===== config.mk =====
export PLATFORM = sky130hd
export DESIGN_NAME = seven_seg_scan
export DESIGN_NICKNAME = d
export VERILOG_FILES = /design/src/rtl/seven_seg_pkg.sv /design/src/rtl/seven_seg_scan_bcd_to_seg.sv /design/src/rtl/seven_seg_scan.sv
export SDC_FILE = /design/constraint.sdc
export NUM_CORES = 1
export LEC_CHECK = 0
export BUFFER_PORTS_ARGS = -buffer_cell sky130_fd_sc_hd__buf_2
export CAP_MARGIN = 20
export CORE_MARGIN = 8
export CORE_UTILIZATION = 35
export CTS_CLUSTER_SIZE = 24
export DETAILED_ROUTE_END_ITERATION = 6
export PLACE_DENSITY_LB_ADDON = 0.25
export SETUP_SLACK_MARGIN = 0.02
export SLEW_MARGIN = 20
export SYNTH_ARGS = -nofsm -noshare
export SYNTH_HDL_FRONTEND = slang
export SYNTH_SLANG_ARGS = --single-unit

===== constraint.sdc =====
create_clock -name clk -period 1.9 [get_ports clk]
set_input_delay 0.38 -clock clk [delete_from_list [all_inputs] [get_ports clk]]
set_output_delay 0.38 -clock clk [all_outputs]
set_load 0.1 [all_outputs]

===== src/rtl/seven_seg_pkg.sv =====
// Shared glyphs, anode patterns and digit-index type for the stopwatch display scanner.
// Glyphs are active-low with bit 0 = segment a and bit 6 = segment g.
package seven_seg_pkg;

  localparam logic [6:0] SEG_0    = 7'h40;
  localparam logic [6:0] SEG_1    = 7'h79;
  localparam logic [6:0] SEG_2    = 7'h24;
  localparam logic [6:0] SEG_3    = 7'h30;
  localparam logic [6:0] SEG_4    = 7'h19;
  localparam logic [6:0] SEG_5    = 7'h12;
  localparam logic [6:0] SEG_6    = 7'h02;
  localparam logic [6:0] SEG_7    = 7'h78;
  localparam logic [6:0] SEG_8    = 7'h00;
  localparam logic [6:0] SEG_9    = 7'h10;
  localparam logic [6:0] SEG_DASH = 7'h3F;
  localparam logic [6:0] SEG_OFF  = 7'h7F;

  localparam logic [3:0] ANODES_OFF = 4'b1111;

  typedef enum logic [1:0] {
    DIG_SEC2 = 2'd0,
    DIG_SEC1 = 2'd1,
    DIG_MIN2 = 2'd2,
    DIG_MIN1 = 2'd3
  } dig_e;

  typedef struct packed {
    logic [2:0] min1;
    logic [3:0] min2;
    logic [2:0] sec1;
    logic [3:0] sec2;
  } digits_t;

  // Active-low anode pattern that lights only the given digit position.
  function automatic logic [3:0] anode_for(input dig_e idx);
    logic [3:0] pattern;
    case (idx)
      DIG_SEC2: pattern = 4'b1110;
      DIG_SEC1: pattern = 4'b1101;
      DIG_MIN2: pattern = 4'b1011;
      DIG_MIN1: pattern = 4'b0111;
      default:  pattern = ANODES_OFF;
    endcase
    return pattern;
  endfunction

endpackage


===== src/rtl/seven_seg_scan_bcd_to_seg.sv =====
// Combinational 4-bit value to active-low seven-segment glyph (module bcd_to_seg).
// Values above 9 render as a lone dash on segment g.
module bcd_to_seg
  import seven_seg_pkg::*;
(
  input  logic [3:0] value,
  output logic [6:0] glyph
);

  // Glyph lookup.
  always_comb begin
    glyph = SEG_DASH;
    case (value)
      4'd0:    glyph = SEG_0;
      4'd1:    glyph = SEG_1;
      4'd2:    glyph = SEG_2;
      4'd3:    glyph = SEG_3;
      4'd4:    glyph = SEG_4;
      4'd5:    glyph = SEG_5;
      4'd6:    glyph = SEG_6;
      4'd7:    glyph = SEG_7;
      4'd8:    glyph = SEG_8;
      4'd9:    glyph = SEG_9;
      default: glyph = SEG_DASH;
    endcase
  end

endmodule


===== src/rtl/seven_seg_scan.sv =====
// Four-digit common-anode display scanner with per-frame digit snapshot and anti-ghost blanking.
// Optional pause/minute-set blinking is built only when SEVEN_SEG_BLINK_EN is defined.
module seven_seg_scan
  import seven_seg_pkg::*;
#(
  parameter int SCAN_DIV     = 100000,
  parameter int BLANK_CYCLES = 16,
  parameter int BLINK_SLOTS  = 125
) (
  input  logic       clk,
  input  logic       reset_n,
  input  logic [2:0] min1,
  input  logic [3:0] min2,
  input  logic [2:0] sec1,
  input  logic [3:0] sec2,
  input  logic       pause,
  input  logic       sel,
  output logic [3:0] an,
  output logic [6:0] seg,
  output logic       dp
);

  localparam int CNT_W = (SCAN_DIV > 2) ? $clog2(SCAN_DIV) : 1;

  logic [CNT_W-1:0] cnt_r;
  dig_e             idx_r;
  digits_t          snap_r;
  logic [3:0]       an_r;
  logic [6:0]       seg_r;
  logic             dp_r;

  logic             slot_end_s;
  logic             blank_s;
  logic             hide_s;
  logic [3:0]       digit_s;
  logic [6:0]       glyph_s;

  assign slot_end_s = (cnt_r == CNT_W'(SCAN_DIV - 1));
  assign blank_s    = (cnt_r < CNT_W'(BLANK_CYCLES));

  // Slot counter and digit index.
  always_ff @(posedge clk or negedge reset_n) begin
    if (!reset_n) begin
      cnt_r <= {CNT_W{1'b0}};
      idx_r <= DIG_SEC2;
    end else if (slot_end_s) begin
      cnt_r <= {CNT_W{1'b0}};
      idx_r <= dig_e'(idx_r + 2'd1);
    end else begin
      cnt_r <= cnt_r + {{(CNT_W-1){1'b0}}, 1'b1};
    end
  end

  // Capture all four digits together as the index wraps back to the seconds units.
  always_ff @(posedge clk or negedge reset_n) begin
    if (!reset_n) begin
      snap_r <= '0;
    end else if (slot_end_s && (idx_r == DIG_MIN1)) begin
      snap_r <= '{min1: min1, min2: min2, sec1: sec1, sec2: sec2};
    end else begin
      snap_r <= snap_r;
    end
  end

  // Select the snapshot digit for the current index.
  always_comb begin
    digit_s = 4'd0;
    case (idx_r)
      DIG_SEC2: digit_s = snap_r.sec2;
      DIG_SEC1: digit_s = {1'b0, snap_r.sec1};
      DIG_MIN2: digit_s = snap_r.min2;
      DIG_MIN1: digit_s = {1'b0, snap_r.min1};
      default:  digit_s = 4'd0;
    endcase
  end

  bcd_to_seg u_bcd_to_seg (
    .value (digit_s),
    .glyph (glyph_s)
  );

`ifdef SEVEN_SEG_BLINK_EN
  localparam int BLK_W = (BLINK_SLOTS > 2) ? $clog2(BLINK_SLOTS) : 1;

  logic [BLK_W-1:0] blink_cnt_r;
  logic             blink_on_r;

  // Blink phase flips after every BLINK_SLOTS slot wraps.
  always_ff @(posedge clk or negedge reset_n) begin
    if (!reset_n) begin
      blink_cnt_r <= {BLK_W{1'b0}};
      blink_on_r  <= 1'b1;
    end else if (slot_end_s) begin
      if (blink_cnt_r == BLK_W'(BLINK_SLOTS - 1)) begin
        blink_cnt_r <= {BLK_W{1'b0}};
        blink_on_r  <= ~blink_on_r;
      end else begin
        blink_cnt_r <= blink_cnt_r + {{(BLK_W-1){1'b0}}, 1'b1};
        blink_on_r  <= blink_on_r;
      end
    end else begin
      blink_cnt_r <= blink_cnt_r;
      blink_on_r  <= blink_on_r;
    end
  end

  // In the off phase pause darkens everything; minute-set darkens only the minute digits.
  always_comb begin
    hide_s = 1'b0;
    if (blink_on_r) begin
      hide_s = 1'b0;
    end else if (pause) begin
      hide_s = 1'b1;
    end else if (sel && ((idx_r == DIG_MIN2) || (idx_r == DIG_MIN1))) begin
      hide_s = 1'b1;
    end else begin
      hide_s = 1'b0;
    end
  end
`else
  logic unused_blink_inputs_s;
  assign unused_blink_inputs_s = pause ^ sel;
  assign hide_s = 1'b0;
`endif

  // Registered display outputs; one cycle behind the counter/index that selects them.
  always_ff @(posedge clk or negedge reset_n) begin
    if (!reset_n) begin
      an_r  <= ANODES_OFF;
      seg_r <= SEG_OFF;
      dp_r  <= 1'b1;
    end else if (blank_s || hide_s) begin
      an_r  <= ANODES_OFF;
      seg_r <= SEG_OFF;
      dp_r  <= 1'b1;
    end else begin
      an_r  <= anode_for(idx_r);
      seg_r <= glyph_s;
      dp_r  <= (idx_r == DIG_MIN2) ? 1'b0 : 1'b1;
    end
  end

  assign an  = an_r;
  assign seg = seg_r;
  assign dp  = dp_r;

endmodule


==> summary.txt, run 1 <==
Run status
  – Status: complete, no violations

Logic synthesis
  – Synth area leaders: dfrtp_1, dfstp_2, mux2_4
  – EDFF count, synth: 0
  – Post-synth top cells: dfrtp_1, nand2_1, dfstp_2, xnor2_1, mux2_4
  – Seq/Total Area, Yosys: 52.8%
  – Synth Flop Type: dfrtp_1
  – Gate Count Post-Synth: roughly 180
  – Post-Syn Area: roughly 0.0021 mm²
  – Cell variety after synth: 38
  – Top-count cell post-synth: dfrtp_1
  – Syn_area_per_cell: approximately 12 µm²
  – Ys Warns: 0
  – FFs w/ async S/R, synth: between 90% and 100%
  – Post-synthesis register bit count: 44
  – Syn nets: 205
  – Top cell type by total area after synthesis: dfrtp_1
  – Top-area cell type share of the netlist area: between 30 and 40%

STA
  – Final setup viols: 0
  – Fmax: about 550 MHz
  – RSZ-0062 raised after global routing: yes
  – Tightest Pin Transition: 0.481 ns
  – Final slew viol count: 0
  – Slew margin rel.: 67.7%
  – Clock Skew: roughly 0.0047 ns
  – Final Hold Viols: 0
  – Post-layout min period: approximately 1.8 ns
  – Final Cycle Share: 96.0%

Drt
  – Residual DRC: 0
  – First-pass DRT Iterations: 4
  – Vias: ~1500
  – Via density: a little under 5
  – Routed Antenna Nets: 0
  – Starting DRT DRC Count: 69
  – WL final: 4060 µm
  – WL/cell: roughly 13 µm

Layout
  – Synth-to-Final Area Change: 26.9%
  – Non-Filler Instances: about 310
  – Final net count: 256
  – Ant diodes: 0
  – Share of layout cells above drive strength 1: 44.6%
  – Filler cells: 563
  – Cell area after layout: 0.00268 mm²

Placement
  – Port Buffers: 27
  – Gpl congestion: roughly 0.8
  – DP Area: 0.00247 mm²
  – Cells after DPL: around 300
  – Final HPWL DP: just over 3000 µm

Power
  – Design Power: about 2.0 mW
  – Peak supply drop: ~0.28 mV
  – Leakage: approximately 1.2 nW
  – PwrDens: 735 mW/mm²

Clock tree
  – Num Clock Sinks: 44
  – Worst-Skew Late Latency: around 0.29 ns
  – Clk pin slew, worst setup/hold paths: 0.08 ns
  – H-tree depth: 2
  – CTS Root Cell: clkbuf_8
  – CTS buffer count: 5
  – # hold bufs at CTS: 0
  – CTS tree: yes
  – Clock Path Buffers: 2

Global route
  – Initial antenna violation count: 0
  – Largest net degree at the start of global routing: 25
  – Met3 usage: about 3.1%
  – Vias in the first global route: 1516
  – Layer with the highest usage: met2
  – Met1 usage: 12.1%
  – All-layer global routing usage: about 9.8%
  – Routing usage on met2: between 15 and 20%
  – Grt ovf: 0
  – First-pass GRT wire length: 6960 µm

Flow run
  – Max_cap viols: 0

Worst setup path
  – CP Launch Type: register
  – Worst path arrival time: about 2.0 ns
  – Critical path type: reg -> reg
  – Worst Path Max Fanout: 14
  – Crit path required time: 2.08 ns
  – Crit end category: register

Floorplanning
  – Die extent in x: about 94 µm
  – Die H: between 90 and 100 µm
  – # rows: 28
  – IO Count: 30
  – Core area: 0.00589 mm²
  – Initial Util: a little over a third
  – Die ar.: between 0.008 and 0.009 mm²

Hold path
  – Hold WC Path Type: in -> async
placed cells by master, fill, tap and decap left out, types with 4 or more instances in the layout:
cell type  instances
a22oi_1            4
nand2_1           12
dfrtp_1           31
buf_4             21
mux2_2             4
dfstp_2           11
nor3_1             6
inv_2              4
mux2_4            10
nor2_1             8
o21ai_0            5
clkbuf_8           7
xnor2_1           11
buf_2             27
a21oi_1            4
nand4_1            4
nand3_1            9
per-stage QoR:
step                      util [%]  hold WS [ns]  setup WS [ns]  setup TNS, ns
after floorplan                  -        0.0844         0.0245              0
after global placement        41.9         0.370         0.0371              0
after detailed placement      41.9         0.365         0.0223              0
after CTS                     44.4        0.0423         0.0355              0
after global routing          45.5        0.0646       -0.00401       -0.00401
final                         45.5        0.0323         0.0768              0
cell families (layout without fill, tap and decap cells):
kind of cell / Yosys count / after routing / synth area share, %
fa+ha+maj: 8 / 8 / 4.74
compound gates: 26 / 26 / 7.77
xor+xnor: 14 / 14 / 5.81
simple gates: 60 / 60 / 16.4
buf+inv: 12 / 64 / 2.73
flops: 44 / 44 / 52.8
mux: 15 / 15 / 9.72
power breakdown:
group,internal (mW),switching (mW)
clock,0.464,0.307
sequential,0.972,0.0136
combinational,0.0660,0.148
total,1.50,0.469
layout make-up:
| class | instances | area (µm²) | share of cell area (%) |
|---|---|---|---|
| clock inverter | 1 | 30.0 | 1.12 |
| tap | 75 | 93.8 | 3.50 |
| inverter | 7 | 26.3 | 0.981 |
| multi-input combinational | 123 | 1000 | 37.4 |
| clock buffer | 7 | 96.3 | 3.60 |
| timing repair buffer | 49 | 313 | 11.7 |
| sequential | 44 | 1120 | 41.7 |
final timing paths:
path	startpoint	to	slack, ns	cells past startpoint
setup / recovery	cnt_r[5]	snap_r[9]	0.08	4
hold / removal	reset_n	snap_r[4]	0.03	1
setup reg to reg	cnt_r[5]	snap_r[9]	0.08	4
hold reg to reg	cnt_r[14]	cnt_r[14]	0.51	1
max in group asynchronous	reset_n	seg[0]	1.30	2
min in group clk	sec1[2]	snap_r[6]	0.31	2
registers in the layout, indices dropped and copies added (netlist names):
register and count:
cnt_r 17, snap_r 14, seg 7, an 4
idx_r 2
layer usage:
metal	vias up	part of all wire (%)	wire length, µm
li1	744	-	-
met1	726	46	1860
met2	20	47	1920
met3	5	5.3	215
met4	0	1.7	68
met5	-	0	0
worst max-delay path, stage by stage (launching register included):
cell and delay (ns):
dfrtp_1 0.39, or4_4 0.56, nor2b_4 0.15, nand3_4 0.24
mux2_4 0.38
timing repair:
| action | CTS | global route |
|---|---|---|
| setup endpoints to repair | 3 | 15 |
| buffers inserted | 1 | 2 |
| gates cloned | 0 | 0 |
| hold endpoints to repair | 0 | 0 |
| pin swaps | 2 | 6 |
| resized for setup | 5 | 16 |
Power figures use the tool's default switching activity.
==> run 2: changes to the inputs <==
--- a/config.mk
+++ b/config.mk
@@ -11,6 +11,7 @@
 export CORE_UTILIZATION = 35
 export CTS_CLUSTER_SIZE = 24
 export DETAILED_ROUTE_END_ITERATION = 6
+export HOLD_SLACK_MARGIN = 0.15
 export PLACE_DENSITY_LB_ADDON = 0.25
 export SETUP_SLACK_MARGIN = 0.02
 export SLEW_MARGIN = 20
==> constraint.sdc (replaced) <==
create_clock -name clk -period 1.9 [get_ports clk]
set_input_delay 0.475 -clock clk [delete_from_list [all_inputs] [get_ports clk]]
set_output_delay 0.475 -clock clk [all_outputs]
set_load 0.1 [all_outputs]
==> run 2 against run 1 <==
Compared with the run above:
- largest power group unchanged
- register-to-register slack hardly changed
- sequential power hardly changed
- flip-flop and latch count stayed put
- global-route usage is 0.23 points higher
==> summary.txt, run 2 (same netlist as run 1, synthesis figures left out) <==
Layout
  – Ant diodes: 0 (unchanged)
  – Share of layout cells above drive strength 1: 45.5% (+0.90 points)
  – Cell area after layout: 0.00267 mm² (-0.23%)
  – Storage cell area: 0.00111 mm² (-0.22%)
  – Synth-to-Final Area Change: 26.6%
  – Final cell utilization of the core: 45.4% (-0.11 points)
  – Final net count: 258 (+0.78%)
  – Multi-input gate area: 0.00101 mm² (+1.2%)
  – Reg with most FFs: cnt_r
  – Most common cell after layout, fill and taps aside: dfrtp_1
  – Commonest cells after routing, fill and taps aside: dfrtp_1, buf_2, buf_4
  – Largest register FFs: 17 (unchanged)
  – Filler cells: 577 (+2.5%)

Power
  – Clock power frac: 32.9% (-6.2 points)
  – P_sw: 0.470 mW (+0.33%)
  – PwrDens: 675 mW/mm² (-8.3%)
  – Peak supply drop: 0.339 mV (+19%)
  – Reg power frac: 54.6% (+4.6 points)
  – Sw frac: 26.1% (+2.3 points)
  – Pint: 1.33 mW (-11%)
  – Comb power frac: 12.4% (+1.5 points)
  – Leakage: 1.22 nW (+0.64%)

Drt
  – WL/cell: 13.6 µm (+2.2%)
  – Via density: 4.87 (-0.25%)
  – Routed Antenna Nets: 0 (unchanged)
  – Vias: 1501 (+0.40%)
  – Residual DRC: 0 (unchanged)
  – Starting DRT DRC Count: 49 (-29%)
  – First-pass DRT Iterations: 4 (unchanged)
  – WL final: 4180 µm (+2.9%)

Clock tree
  – Num Clock Sinks: 44 (unchanged)
  – CTS buffer count: 5 (unchanged)
  – CTS tree: yes
  – Clk pin slew, worst setup/hold paths: 0.08 ns (about the same)
  – Clock Path Buffers: 2 (unchanged)
  – Worst-Skew Late Latency: 0.30 ns (about the same)
  – H-tree depth: 2 (unchanged)
  – CTS Root Cell: clkbuf_8

Global route
  – First-pass GRT wire length: 7100 µm (+2.1%)
  – Largest net degree at the start of global routing: 25 (unchanged)
  – Vias in the first global route: 1561 (+3.0%)
  – All-layer global routing usage: 10.0% (+0.23 points)
  – Grt ovf: 0 (unchanged)
  – Initial antenna violation count: 0 (unchanged)

Worst setup path
  – R2r startpoint: cnt_r[6]
  – Crit path required time: 2.08 ns (about the same)
  – Worst Path Max Fanout: 14 (unchanged)
  – Worst path arrival time: 2.02 ns (+0.02 ns)
  – Reg2reg path depth: 4 (unchanged)
  – Worst R2R Setup Slack: 0.07 ns (about the same)
  – Critical path type: reg -> reg
  – Reg2Reg Capture Point: snap_r[3]
  – Crit end category: register
  – CP Launch Type: register

Placement
  – Port Buffers: 27 (unchanged)
  – Final HPWL DP: 3100 µm (+2.8%)
  – Gpl congestion: 0.806 (-0.48%)
  – DP Area: 0.00247 mm² (unchanged)

Flow run
  – Max_cap viols: 0 (unchanged)

STA
  – Final slew viol count: 0 (unchanged)
  – Clock Skew: 0.0110 ns (+0.00627 ns)
  – Final Hold Viols: 0 (unchanged)
  – Final Cycle Share: 96.4% (+0.41 points)
  – Post-layout min period: 1.83 ns (+0.00788 ns)
  – Slew margin rel.: 66.9% (-0.76 points)
  – Tightest Pin Transition: 0.493 ns (+0.0113 ns)
  – Worst Hold Margin: 0.407 ns (+0.374 ns)
  – Fmax: 546 MHz (-0.43%)
  – RSZ-0062 raised after global routing: yes
  – Final setup viols: 0 (unchanged)

Floorplanning
  – Initial Util: 35.9% (unchanged)
  – # rows: 28 (unchanged)
  – Die ar.: 0.00877 mm² (unchanged)
  – Die extent in x: 93.7 µm (unchanged)
  – Core area: 0.00589 mm² (unchanged)
  – Die H: 93.7 µm (unchanged)
  – IO Count: 30 (unchanged)

Hold path
  – Hold Path End: snap_r[8]
  – Hold WC Path Type: in -> reg
  – Hold Crit Start: min2[1]
  – Hold path cells: 2

Run status
  – Status: complete, no violations
[run 2: changes by cell type in the layout (fill, tap and decap cells not counted), moves of 2 or more]
cell,before,now
clkinv_2,0,2
dfrtp_1,31,33
dfrtp_2,2,0
o21ai_2,0,2
[run 2: through the flow]
step / setup TNS (ns) / power [mW] / setup slack (ns) / std cells
finish: 0 / 1.80 / 0.0689 / 308
floorplan: 0 / 1.14 / 0.0245 / 179
global route: -0.0541 / 1.89 / -0.0164 / 308
detailed placement: -0.0644 / 1.21 / -0.0484 / 295
CTS: 0 / 1.82 / 0.0213 / 306
global placement: 0 / 1.21 / 0.0381 / 295
[run 2: cell type report]
cell class,count,share of cell area (%)
clock buffers,6,3.09
inverters,7,0.983
multi-input cells,123,38.0
clock inverters,2,0.375
flip-flops and latches,44,41.7
repair buffers,51,12.4
well taps,75,3.51
[run 2: timing repair]
action | CTS | global route
gates resized for setup | 7 | 16
hold buffers | 1 | 0
hold endpoints to repair | 2 | 0
pin swaps | 3 | 8
setup buffers | 2 | 2
endpoints found under the setup margin | 3 | 20
[run 2: routing by layer]
layer | vias to the layer above | wire length [µm] | GRT usage (%)
met5 | - | 0 | 0
met4 | 0 | 91 | 4.76
met3 | 8 | 198 | 2.88
met2 | 23 | 2000 | 15.9
met1 | 733 | 1890 | 12.4
li1 | 737 | - | -
[run 2: worst max-delay path, cell delays in order, from the launching register on]
cell and delay (ns):
dfrtp_1 0.39, or4_4 0.56, nor2b_4 0.16, nand3_4 0.23, mux2_4 0.37
[run 2: how the worst max path moves through the flow]
| stage | from | slack (ns) | end | depth (start not counted) |
|---|---|---|---|---|
| CTS | idx_r[1] | 0.02 | seg[3] | 8 |
| detailed placement | idx_r[1] | -0.05 | seg[4] | 9 |
| floorplan | cnt_r[0] | 0.02 | snap_r[10] | 7 |
| global route | idx_r[1] | -0.02 | seg[4] | 9 |
| finish | cnt_r[6] | 0.07 | snap_r[3] | 4 |
| global placement | idx_r[0] | 0.04 | seg[3] | 7 |
[run 2: power by group through the flow]
stage | Sequential (mW) | Clock (mW) | Combinational (mW)
2_1_floorplan | 1.09 | 0 | 0.0514
5_1_grt | 0.988 | 0.664 | 0.240
6_report | 0.985 | 0.593 | 0.224
3_3_place_gp | 1.00 | 0 | 0.205
3_5_place_dp | 1.00 | 0 | 0.207
4_1_cts | 0.985 | 0.623 | 0.213
